===== config.mk =====
export PLATFORM = sky130hd
export DESIGN_NAME = mem_lsu_flat
export DESIGN_NICKNAME = d
export VERILOG_FILES = /design/src/rtl/mem_lsu_pkg.sv /design/src/rtl/mem_lsu_if.sv /design/src/rtl/mem_lsu_lane.sv /design/src/rtl/mem_lsu.sv /design/src/flat_wrapper.sv
export SDC_FILE = /design/constraint.sdc
export NUM_CORES = 1
export LEC_CHECK = 0
export CAP_MARGIN = 10
export CORE_MARGIN = 2
export CORE_UTILIZATION = 43
export DETAILED_ROUTE_END_ITERATION = 8
export PLACE_DENSITY = 0.93
export SYNTH_ARGS = -nofsm -noshare
export SYNTH_HDL_FRONTEND = slang
export SYNTH_SLANG_ARGS = --single-unit

===== constraint.sdc =====
create_clock -name clk -period 2.3 [get_ports clk]
set_input_delay 0.345 -clock clk [delete_from_list [all_inputs] [get_ports clk]]
set_output_delay 0.345 -clock clk [all_outputs]
set_load 0.1 [all_outputs]

===== src/rtl/mem_lsu_pkg.sv =====
// rtl/mem_lsu_pkg.sv - shared op codes, FSM state codes and size type for the MEM-stage LSU
//
// Purpose: single source of the memory op codes and LSU state encodings used by
//          mem_lsu, mem_lsu_lane and the bench.
// Ports:   none (package).

package mem_lsu_pkg;

  // EX/MEM op codes (aluop). NOP_OP means the stage is idle.
  localparam logic [4:0] NOP_OP = 5'h00;
  localparam logic [4:0] LB_OP  = 5'h10;
  localparam logic [4:0] LBU_OP = 5'h11;
  localparam logic [4:0] LH_OP  = 5'h12;
  localparam logic [4:0] LHU_OP = 5'h13;
  localparam logic [4:0] LW_OP  = 5'h14;
  localparam logic [4:0] SB_OP  = 5'h18;
  localparam logic [4:0] SH_OP  = 5'h19;
  localparam logic [4:0] SW_OP  = 5'h1A;

  // LSU FSM state codes
  localparam logic [1:0] LSU_IDLE = 2'd0;
  localparam logic [1:0] LSU_BUSY = 2'd1;
  localparam logic [1:0] LSU_DONE = 2'd2;

  typedef enum logic [1:0] {
    SZ_BYTE = 2'd0,
    SZ_HALF = 2'd1,
    SZ_WORD = 2'd2
  } mem_size_e;

endpackage


===== src/rtl/mem_lsu_if.sv =====
// rtl/mem_lsu_if.sv - data-bus req/ack interface between the LSU and memory
//
// Purpose: groups the data-bus transaction signals.
// Signals: req   - request, held until ack
//          we    - 1 = store
//          addr  - word address {addr[31:2],2'b00}
//          sel   - byte-lane enables
//          wdata - lane-replicated store data
//          ack   - transaction complete, rdata valid in the same cycle
//          rdata - read word
// Modports: master (LSU side), slave (memory side).

interface mem_lsu_if;
  logic        req;
  logic        we;
  logic [31:0] addr;
  logic [3:0]  sel;
  logic [31:0] wdata;
  logic        ack;
  logic [31:0] rdata;

  modport master (output req, we, addr, sel, wdata, input ack, rdata);
  modport slave  (input req, we, addr, sel, wdata, output ack, rdata);
endinterface


===== src/rtl/mem_lsu_lane.sv =====
// rtl/mem_lsu_lane.sv - combinational byte-lane logic for the LSU
//
// Purpose: decodes the memory op, builds byte-lane selects and replicated store
//          data, flags misaligned accesses and extracts/extends load data.
// Ports:   aluop    in  5   op code
//          addr_lo  in  2   byte offset addr[1:0]
//          reg2     in  32  store data
//          rdata    in  32  read word from the bus
//          is_mem   out 1   op is a load or store
//          is_load  out 1   op is a load
//          is_store out 1   op is a store
//          misalign out 1   memory op with misaligned offset
//          sel      out 4   byte-lane enables
//          wdata    out 32  lane-replicated store data
//          ld_data  out 32  aligned, extended load result

module mem_lsu_lane
  import mem_lsu_pkg::*;
(
  input  logic [4:0]  aluop,
  input  logic [1:0]  addr_lo,
  input  logic [31:0] reg2,
  input  logic [31:0] rdata,
  output logic        is_mem,
  output logic        is_load,
  output logic        is_store,
  output logic        misalign,
  output logic [3:0]  sel,
  output logic [31:0] wdata,
  output logic [31:0] ld_data
);

  mem_size_e   size;
  logic        sext;
  logic        mis_raw;
  logic [7:0]  byte_v;
  logic [15:0] half_v;

  always_comb begin
    size     = SZ_WORD;
    sext     = 1'b0;
    is_load  = 1'b0;
    is_store = 1'b0;
    case (aluop)
      LB_OP:  begin is_load  = 1'b1; size = SZ_BYTE; sext = 1'b1; end
      LBU_OP: begin is_load  = 1'b1; size = SZ_BYTE; end
      LH_OP:  begin is_load  = 1'b1; size = SZ_HALF; sext = 1'b1; end
      LHU_OP: begin is_load  = 1'b1; size = SZ_HALF; end
      LW_OP:  begin is_load  = 1'b1; end
      SB_OP:  begin is_store = 1'b1; size = SZ_BYTE; end
      SH_OP:  begin is_store = 1'b1; size = SZ_HALF; end
      SW_OP:  begin is_store = 1'b1; end
      default: ;
    endcase
  end

  assign is_mem = is_load | is_store;

  always_comb begin
    case (addr_lo)
      2'd0:    byte_v = rdata[7:0];
      2'd1:    byte_v = rdata[15:8];
      2'd2:    byte_v = rdata[23:16];
      default: byte_v = rdata[31:24];
    endcase
    half_v = addr_lo[1] ? rdata[31:16] : rdata[15:0];
  end

  always_comb begin
    sel     = 4'b1111;
    wdata   = reg2;
    mis_raw = |addr_lo;
    ld_data = rdata;
    case (size)
      SZ_BYTE: begin
        sel     = 4'b0001 << addr_lo;
        wdata   = {4{reg2[7:0]}};
        mis_raw = 1'b0;
        ld_data = {{24{sext & byte_v[7]}}, byte_v};
      end
      SZ_HALF: begin
        sel     = addr_lo[1] ? 4'b1100 : 4'b0011;
        wdata   = {2{reg2[15:0]}};
        mis_raw = addr_lo[0];
        ld_data = {{16{sext & half_v[15]}}, half_v};
      end
      default: ;
    endcase
  end

  // Non-memory ops decode as word size; never flag them.
  assign misalign = is_mem & mis_raw;

endmodule


===== src/rtl/mem_lsu.sv =====
// rtl/mem_lsu.sv - MEM-stage load/store unit with req/ack data bus and pipeline stall
//
// Purpose: runs one bus transaction per aligned load/store (IDLE -> BUSY -> DONE),
//          stalls the pipeline while it is outstanding, and drives the MEM/WB
//          write-back fields. Non-memory ops pass through combinationally.
// Ports:   clk          in   1   clock, rising edge
//          rst          in   1   asynchronous active-low reset
//          flush_i      in   1   discard result of the instruction in MEM
//          mem_waddr_i  in   5   dest register from EX/MEM
//          mem_we_i     in   1   reg write enable from EX/MEM
//          mem_wdata_i  in   32  ALU result from EX/MEM
//          mem_aluop_i  in   5   op code from EX/MEM
//          mem_addr_i   in   32  effective byte address
//          mem_reg2_i   in   32  store data
//          dbus         master   data-bus interface
//          wb_waddr_o   out  5   to MEM/WB
//          wb_we_o      out  1   to MEM/WB
//          wb_wdata_o   out  32  to MEM/WB
//          stallreq_o   out  1   stall request
//          misalign_o   out  1   misaligned access flag
//          bus_err_o    out  1   bus timeout pulse
// Parameter: TIMEOUT - BUSY cycles before a bus error; 0 disables the timeout.

module mem_lsu
  import mem_lsu_pkg::*;
#(
  parameter int unsigned TIMEOUT = 255
) (
  input  logic        clk,
  input  logic        rst,
  input  logic        flush_i,
  input  logic [4:0]  mem_waddr_i,
  input  logic        mem_we_i,
  input  logic [31:0] mem_wdata_i,
  input  logic [4:0]  mem_aluop_i,
  input  logic [31:0] mem_addr_i,
  input  logic [31:0] mem_reg2_i,
  mem_lsu_if.master   dbus,
  output logic [4:0]  wb_waddr_o,
  output logic        wb_we_o,
  output logic [31:0] wb_wdata_o,
  output logic        stallreq_o,
  output logic        misalign_o,
  output logic        bus_err_o
);

  localparam int       CNT_W  = (TIMEOUT > 0) ? $clog2(TIMEOUT + 1) : 1;
  localparam bit       TMO_EN = (TIMEOUT != 0);
  localparam logic [CNT_W-1:0] TMO_LAST = CNT_W'(TIMEOUT - 1);

  logic [1:0]       state;
  logic             req_q;
  logic             we_q;
  logic [31:0]      addr_q;
  logic [3:0]       sel_q;
  logic [31:0]      wdata_q;
  logic [31:0]      ld_q;
  logic             discard_q;
  logic [CNT_W-1:0] tmo_cnt;

  logic        is_mem;
  logic        is_load;
  logic        is_store;
  logic        mis;
  logic [3:0]  lane_sel;
  logic [31:0] lane_wdata;
  logic [31:0] lane_ld;
  logic        start;
  logic        timeout_hit;

  mem_lsu_lane u_lane (
    .aluop    (mem_aluop_i),
    .addr_lo  (mem_addr_i[1:0]),
    .reg2     (mem_reg2_i),
    .rdata    (dbus.rdata),
    .is_mem   (is_mem),
    .is_load  (is_load),
    .is_store (is_store),
    .misalign (mis),
    .sel      (lane_sel),
    .wdata    (lane_wdata),
    .ld_data  (lane_ld)
  );

  assign start = (state == LSU_IDLE) && is_mem && !mis && !flush_i;

  // Fires in the last allowed BUSY cycle when ack has not arrived; ack wins a tie.
  assign timeout_hit = TMO_EN && (state == LSU_BUSY) && !dbus.ack && (tmo_cnt == TMO_LAST);

  always_ff @(posedge clk or negedge rst) begin
    if (!rst) begin
      state     <= LSU_IDLE;
      req_q     <= 1'b0;
      we_q      <= 1'b0;
      addr_q    <= '0;
      sel_q     <= '0;
      wdata_q   <= '0;
      ld_q      <= '0;
      discard_q <= 1'b0;
      tmo_cnt   <= '0;
    end else begin
      case (state)
        LSU_IDLE: begin
          if (start) begin
            req_q     <= 1'b1;
            we_q      <= is_store;
            addr_q    <= {mem_addr_i[31:2], 2'b00};
            sel_q     <= lane_sel;
            wdata_q   <= lane_wdata;
            discard_q <= 1'b0;
            tmo_cnt   <= '0;
            state     <= LSU_BUSY;
          end
        end
        LSU_BUSY: begin
          // A flush cannot abort the bus cycle; remember to drop the result.
          if (flush_i) discard_q <= 1'b1;
          if (dbus.ack) begin
            req_q <= 1'b0;
            ld_q  <= lane_ld;
            state <= LSU_DONE;
          end else if (timeout_hit) begin
            req_q     <= 1'b0;
            discard_q <= 1'b1;
            state     <= LSU_DONE;
          end else begin
            tmo_cnt <= tmo_cnt + CNT_W'(1);
          end
        end
        LSU_DONE: state <= LSU_IDLE;
        default:  state <= LSU_IDLE;
      endcase
    end
  end

  assign dbus.req   = req_q;
  assign dbus.we    = we_q;
  assign dbus.addr  = addr_q;
  assign dbus.sel   = sel_q;
  assign dbus.wdata = wdata_q;

  assign stallreq_o = start || (state == LSU_BUSY);
  assign bus_err_o  = timeout_hit;
  assign misalign_o = (state == LSU_IDLE) && is_mem && mis;
  assign wb_waddr_o = mem_waddr_i;
  assign wb_wdata_o = (state == LSU_DONE) ? ld_q : mem_wdata_i;

  always_comb begin
    wb_we_o = 1'b0;
    case (state)
      LSU_IDLE: wb_we_o = mem_we_i && !is_mem && !flush_i;
      LSU_DONE: wb_we_o = mem_we_i && is_load && !discard_q && !flush_i;
      default:  wb_we_o = 1'b0;
    endcase
  end

endmodule


===== src/flat_wrapper.sv =====
// flat-port wrapper written by rule: the top's interface ports become plain ports
module mem_lsu_flat import mem_lsu_pkg::*;
#(
  parameter int unsigned TIMEOUT = 255
)
  (clk, rst, flush_i, mem_waddr_i, mem_we_i, mem_wdata_i, mem_aluop_i, mem_addr_i, mem_reg2_i, wb_waddr_o, wb_we_o, wb_wdata_o, stallreq_o, misalign_o, bus_err_o, dbus_req, dbus_we, dbus_addr, dbus_sel, dbus_wdata, dbus_ack, dbus_rdata);
  mem_lsu_if dbus_i ();
  input  logic clk;
  input  logic rst;
  input  logic flush_i;
  input  logic [4:0] mem_waddr_i;
  input  logic mem_we_i;
  input  logic [31:0] mem_wdata_i;
  input  logic [4:0] mem_aluop_i;
  input  logic [31:0] mem_addr_i;
  input  logic [31:0] mem_reg2_i;
  output logic [4:0] wb_waddr_o;
  output logic wb_we_o;
  output logic [31:0] wb_wdata_o;
  output logic stallreq_o;
  output logic misalign_o;
  output logic bus_err_o;
  output wire logic [$bits(dbus_i.req)-1:0] dbus_req;
  output wire logic [$bits(dbus_i.we)-1:0] dbus_we;
  output wire logic [$bits(dbus_i.addr)-1:0] dbus_addr;
  output wire logic [$bits(dbus_i.sel)-1:0] dbus_sel;
  output wire logic [$bits(dbus_i.wdata)-1:0] dbus_wdata;
  input wire logic [$bits(dbus_i.ack)-1:0] dbus_ack;
  input wire logic [$bits(dbus_i.rdata)-1:0] dbus_rdata;
  assign dbus_req = dbus_i.req;
  assign dbus_we = dbus_i.we;
  assign dbus_addr = dbus_i.addr;
  assign dbus_sel = dbus_i.sel;
  assign dbus_wdata = dbus_i.wdata;
  assign dbus_i.ack = dbus_ack;
  assign dbus_i.rdata = dbus_rdata;
  mem_lsu #(.TIMEOUT(TIMEOUT)) u_core (.clk(clk), .rst(rst), .flush_i(flush_i), .mem_waddr_i(mem_waddr_i), .mem_we_i(mem_we_i), .mem_wdata_i(mem_wdata_i), .mem_aluop_i(mem_aluop_i), .mem_addr_i(mem_addr_i), .mem_reg2_i(mem_reg2_i), .dbus(dbus_i), .wb_waddr_o(wb_waddr_o), .wb_we_o(wb_we_o), .wb_wdata_o(wb_wdata_o), .stallreq_o(stallreq_o), .misalign_o(misalign_o), .bus_err_o(bus_err_o));
endmodule

; Word level (Yosys, flattened, before mapping)
; Index checks and enable logic that the tools add are counted.
[totals]
register_bits = 111
input_bits = 143
[classes]
add_sub_neg = 1
eq_ne = 18
n_shift = 1
n_mux = 30
bitwise = 4
n_reduce_logical = 33
[op_table]
columns = cell, n
row1 = 32-bit one-hot mux with 2 select lines, 2
row2 = 5-bit equality test (second input constant), 8
row3 = 32-bit 2-to-1 mux, 1
row4 = 8-bit 2-to-1 mux, 3
row5 = 8-bit one-hot mux with 3 select lines, 1
row6 = 16-bit 2-to-1 mux, 1
row7 = 8-bit one-hot mux with 2 select lines, 1
row8 = 1-bit logical AND, 11
row9 = 1-bit 2-to-1 mux, 10
row10 = 3-bit OR reduction, 3
row11 = 8-bit by 1-bit adder with 8-bit output (second input constant), 1
row12 = 8-bit equality test (second input constant), 1
row13 = 1-bit one-hot mux with 2 select lines, 4
row14 = 2-bit one-hot mux with 2 select lines, 2
row15 = 4-bit one-hot mux with 2 select lines, 1
row16 = 2-bit AND reduction, 4
row17 = 2-bit by 1-bit equality test with 1-bit output (second input constant), 3
row18 = 2-bit logical NOT, 3
row19 = 2-bit 2-to-1 mux, 3
row20 = 1-bit logical NOT, 5
row21 = 5-bit OR reduction, 1
row22 = 2-bit equality test (second input constant), 2
row23 = 4-bit 2-to-1 mux, 1
row24 = 2-bit inequality test (second input constant), 2
row25 = 10 further kinds, 13

; Depth between registers and ports, before layout
; Gate-level depths: netlist of the first run.
[depth]
word_depth = 11
mapped_depth = 8
ltp_nobuf = 7

; By module
; From an unflattened synthesis of the first run, not the netlist that was laid out.
[unflattened]
cells_unflattened = 493
hier_area_um2 = 6052.1
[by_module_without_submodules]
columns = module, n_inst, cells_each, area_each_um2, seq_area_each_um2
row1 = mem_lsu, 1, 319, 4824.6, 2777.7
row2 = mem_lsu_lane, 1, 174, 1227.4, 0.0

; Worst setup path before layout of the first run
; Ideal clock, no wire load.
[synth_path]
kind = input port to output port
startpoint = in mem_addr_i[1]
endpoint = out misalign_o
arrival_ps = 2288
required_time_ps = 1955
slack_ps = -333
path_stages = 4
path_buffers = 1
cell_sequence = buf_2 > a21oi_1 > o22ai_1 > nor2b_1
[synth_between]
elab_chain_len = 4
[synth_lines]
columns = item, line
row1 = "start, declared", flat_wrapper.sv:15  ; input logic [31:0] mem_addr_i;
row2 = 2-bit OR reduction, mem_lsu_lane.sv:72  ; mis_raw = |addr_lo;
row3 = 1-bit one-hot mux with 2 select lines, mem_lsu_lane.sv:74  ; case (size)
row4 = 1-bit AND, mem_lsu_lane.sv:92  ; assign misalign = is_mem & mis_raw;
row5 = 1-bit logical AND, mem_lsu.sv:144  ; assign misalign_o = (state == LSU_IDLE) && is_mem && mis;
row6 = "end, declared", flat_wrapper.sv:21  ; output logic misalign_o;
; No other way between the ends.

; Final worst setup path of the first run
[layout_path]
startpoint = in mem_addr_i[1]
endpoint = out stallreq_o
[layout_between]
elab_chain_len = 7
[layout_lines]
columns = item, line
row1 = 2-bit OR reduction, mem_lsu_lane.sv:72
row2 = 1-bit one-hot mux with 2 select lines, mem_lsu_lane.sv:74
row3 = 1-bit AND, mem_lsu_lane.sv:92
row4 = 1-bit logical NOT, mem_lsu.sv:85  ; assign start = (state == LSU_IDLE) && is_mem && !mis && !flush_i;
row5 = 1-bit logical AND (2 in a row), mem_lsu.sv:85
row6 = 1-bit logical OR, mem_lsu.sv:142  ; assign stallreq_o = start || (state == LSU_BUSY);
row7 = "end, declared", flat_wrapper.sv:20  ; output logic stallreq_o;
; No other way between the ends.

==> insert_results.sql, run 1 <==
INSERT INTO impl_metrics (metric_group, metric, value, unit) VALUES
('status', 'run_status', 'finished, final reports clean', ''),
('sta', 'hold_viol_final', '0', ''),
('logic_synthesis', 'synth.largest_area_cell', 'dfrtp_1', ''),
('sta', 'setup_viol', '0', ''),
('layout', 'sequential_cell_area', '2780', 'um2'),
('routing', 'total_number_of_vias', '5277', ''),
('die', 'core_region_area', '13200', 'um2'),
('power', 'power.clock.fraction', '0.146', ''),
('die', 'die_height', '120', 'um'),
('logic_synthesis', 'post_synth.cell_area_avg', '10.8', 'um2'),
('power', 'p_int', '4.90', 'mW'),
('sta', 'part_of_the_cycle_the_worst_path_needs', '0.975', ''),
('setup_path', 'crit_path_start_kind', 'input pin', ''),
('logic_synthesis', 'synth_common_cells', 'dfrtp_1, nand2_1, mux2_2, nor2_1, a21oi_1', ''),
('layout', 'area_delta_synth_final', '55.1', '%'),
('sta', 'final_count_of_pins_violating_max_slew', '0', ''),
('setup_path', 'required', '1960', 'ps'),
('sta', 'max_clock_freq', '446', 'MHz'),
('clocking', 'insertion_delay', '350', 'ps'),
('sta', 'post-route-min-period', '2240', 'ps'),
('clocking', 'numClockSinks', '111', ''),
('logic_synthesis', 'ys.warnings.count', '0', ''),
('sta', 'worstMarginPinSlew', '656', 'ps'),
('logic_synthesis', 'netlist.area_leader.share', '0.480', ''),
('layout', 'design_area', '8970', 'um2'),
('routing', 'drtIter0Drc', '605', ''),
('clocking', 'cts.htree.levels', '3', ''),
('logic_synthesis', 'cell_variety_after_synth', '49', ''),
('global_routing', 'largest_net_degree_at_the_start_of_global_routing', '112', ''),
('place', 'area_after_dpl', '8660', 'um2'),
('logic_synthesis', 'ys_top_cells_by_area', 'dfrtp_1, mux2_2, nand2_1, mux4_2, nor2_1', ''),
('clocking', 'cts_tree', 'built', ''),
('place', 'place_congestion', '0.898', ''),
('layout', 'drive_above_1_share', '0.335', ''),
('global_routing', 'initial_antenna_violation_count', '1', ''),
('worst_hold_path', 'min_path_type', 'in2async', ''),
('clocking', 'clock-root-buffer', 'clkbuf_16', ''),
('clocking', 'tritoncts.num_buffers', '9', ''),
('logic_synthesis', 'ys.flop_type', 'dfrtp_1', ''),
('die', 'design.portCount', '254', ''),
('sta', 'max_slew_margin', '0.562', ''),
('power', 'power.switching_fraction', '0.525', ''),
('routing', 'number_of_detailed_route_iterations_in_the_first_pass', '6', ''),
('logic_synthesis', 'post-synth-top-count-cell', 'dfrtp_1', ''),
('logic_synthesis', 'synth-edff-count', '0', ''),
('routing', 'ant_nets', '0', ''),
('logic_synthesis', 'mapped_area', '5780', 'um2'),
('logic_synthesis', 'seq_area_frac_synth', '0.480', ''),
('logic_synthesis', 'synth_async_sr_flop_share', '1.00', ''),
('global_routing', 'groute.usage.overall', '0.252', ''),
('job', 'max_cap_viol_count', '0', ''),
('setup_path', 'arrival', '1900', 'ps'),
('clocking', 'cts_hold_repair.buffers', '0', ''),
('setup_path', 'critPathMaxFanout', '5', ''),
('logic_synthesis', 'synthCells', '536', ''),
('place', 'place.port_buffers', '241', ''),
('global_routing', 'grt_pass1_vias', '5480', ''),
('clocking', 'clk_pin_slew_worst_paths', '70', 'ps'),
('power', 'p_sw', '5.42', 'mW'),
('global_routing', 'wire_length_of_the_first_global_routing_pass', '28.3', 'mm'),
('setup_path', 'critical_path.endpoint_type', 'output pin', ''),
('global_routing', 'aggregate_global_routing_overflow', '0', ''),
('routing', 'detail_route.wl_per_cell', '18.8', 'um'),
('routing', 'remaining_drc_errors', '0', ''),
('die', 'die-width', '120', 'um'),
('setup_path', 'criticalPathCategory', 'in2out', ''),
('sta', 'fin_skew', '9.40', 'ps'),
('layout', 'footprint_of_the_multi_input_gates', '2690', 'um2'),
('routing', 'vias_per_cell', '5.46', ''),
('power', 'power.combinational.fraction', '0.556', ''),
('logic_synthesis', 'synth-seq-cells', '111', '');
## kinds of logic (layout without fill, tap and decap cells)
logic type / Yosys count / count (layout) / synth area share
AND/OR/NAND/NOR: 169 / 169 / 0.125
flip-flops: 111 / 111 / 0.480
multiplexers: 109 / 109 / 0.226
AO/OA/AOI/OAI: 87 / 87 / 0.101
buffers and inverters: 54 / 307 / 0.0580
XOR/XNOR: 3 / 3 / 0.00454
adder cells (fa/ha/maj): 2 / 2 / 0.00433
other: 1 / 3 / 0.000648
## registers in the layout, summed over array words and instances (netlist names)
name / count
u_core.dbus.req: 1
u_core.tmo_cnt: 8
u_core.dbus.we: 1
u_core.state: 2
u_core.dbus.wdata: 32
u_core.discard_q: 1
u_core.dbus.sel: 4
u_core.dbus.addr: 30
u_core.ld_q: 32
## through the flow
| stage | setup WS, ps | std cells | power [mW] |
|---|---|---|---|
| floorplan | 28.8 | 537 | 7.31 |
| global placement | -54.9 | 948 | 8.71 |
| detailed placement | -89.1 | 948 | 8.84 |
| CTS | 37.9 | 964 | 10.4 |
| global route | 3.60 | 966 | 10.7 |
| finish | 57.4 | 967 | 10.3 |
## timing repair
item	4_1_cts	5_1_grt
setup endpoints to repair	1	3
setup buffers	0	2
resized for setup	3	3
pin swaps	0	2
endpoints found under the hold margin	0	0
## final timing paths
path | from | to | slack (ps) | cells after the start
worst max-delay path | mem_addr_i[1] | stallreq_o | 60 | 6
worst min-delay path | rst | u_core.ld_q[16]$_DFFE_PN0P_ | 5 | 2
worst max register to register | u_core.state[0]$_DFFE_PN0P_ | u_core.dbus.wdata[20]$_DFFE_PN0P_ | 540 | 6
worst min register to register | u_core.dbus.addr[29]$_DFFE_PN0P_ | u_core.dbus.addr[29]$_DFFE_PN0P_ | 510 | 1
max in group asynchronous | rst | u_core.state[0]$_DFFE_PN0P_ | 1720 | 2
min in group clk | u_core.dbus.addr[29]$_DFFE_PN0P_ | u_core.dbus.addr[29]$_DFFE_PN0P_ | 510 | 1
## power groups by stage
stage	Sequential [mW]	Combinational, mW	Clock (mW)
after CTS	3.07	5.76	1.53
after detailed placement	3.09	5.75	0
after global placement	3.05	5.67	0
after global routing	3.15	5.93	1.62
final	3.07	5.74	1.51
after floorplan	6.00	1.30	0
## layout make-up
cell class,count,area share
diodes,1,0.000279
clock buffers,12,0.0275
clock inverters,4,0.00335
inverters,14,0.00586
multi-input cells,372,0.300
flip-flops and latches,111,0.310
well taps,176,0.0246
repair buffers,277,0.328
## critical path: stages
cell	delay (ps)
clkdlybuf4s50_1	620
a21oi_1	120
o22ai_2	240
nor3_4	80
or2_2	310
buf_12	170
## metal layers
layer	wire length, um	track usage	up-vias
li1	-	-	2386
met1	6760	0.298	2539
met2	9050	0.425	314
met3	1870	0.0779	38
met4	495	0.104	0
met5	0	0	-
## layout by cell type (no fill, tap or decap), types with 9 or more instances in the layout
cell and instances:
buf_4 99, mux2i_1 10, a21oi_1 30, buf_12 42, a31oi_1 9, mux2_2 89
clkdlybuf4s50_1 134, a222oi_1 9, nand3_1 9, clkbuf_16 9, nor2_1 41, inv_1 14
o21ai_0 10, nand2_1 93, dfrtp_1 110
No activity file was read; power rests on OpenSTA's default activity.
==> inputs of run 2 (changes only) <==
--- a/config.mk
+++ b/config.mk
@@ -10,6 +10,7 @@
 export CORE_UTILIZATION = 43
 export DETAILED_ROUTE_END_ITERATION = 8
 export PLACE_DENSITY = 0.93
+export SLEW_MARGIN = 10
 export SYNTH_ARGS = -nofsm -noshare
 export SYNTH_HDL_FRONTEND = slang
 export SYNTH_SLANG_ARGS = --single-unit
==> results of run 2 <==
Same layout as run 1: the final DEF is identical, and so are final timing and power.
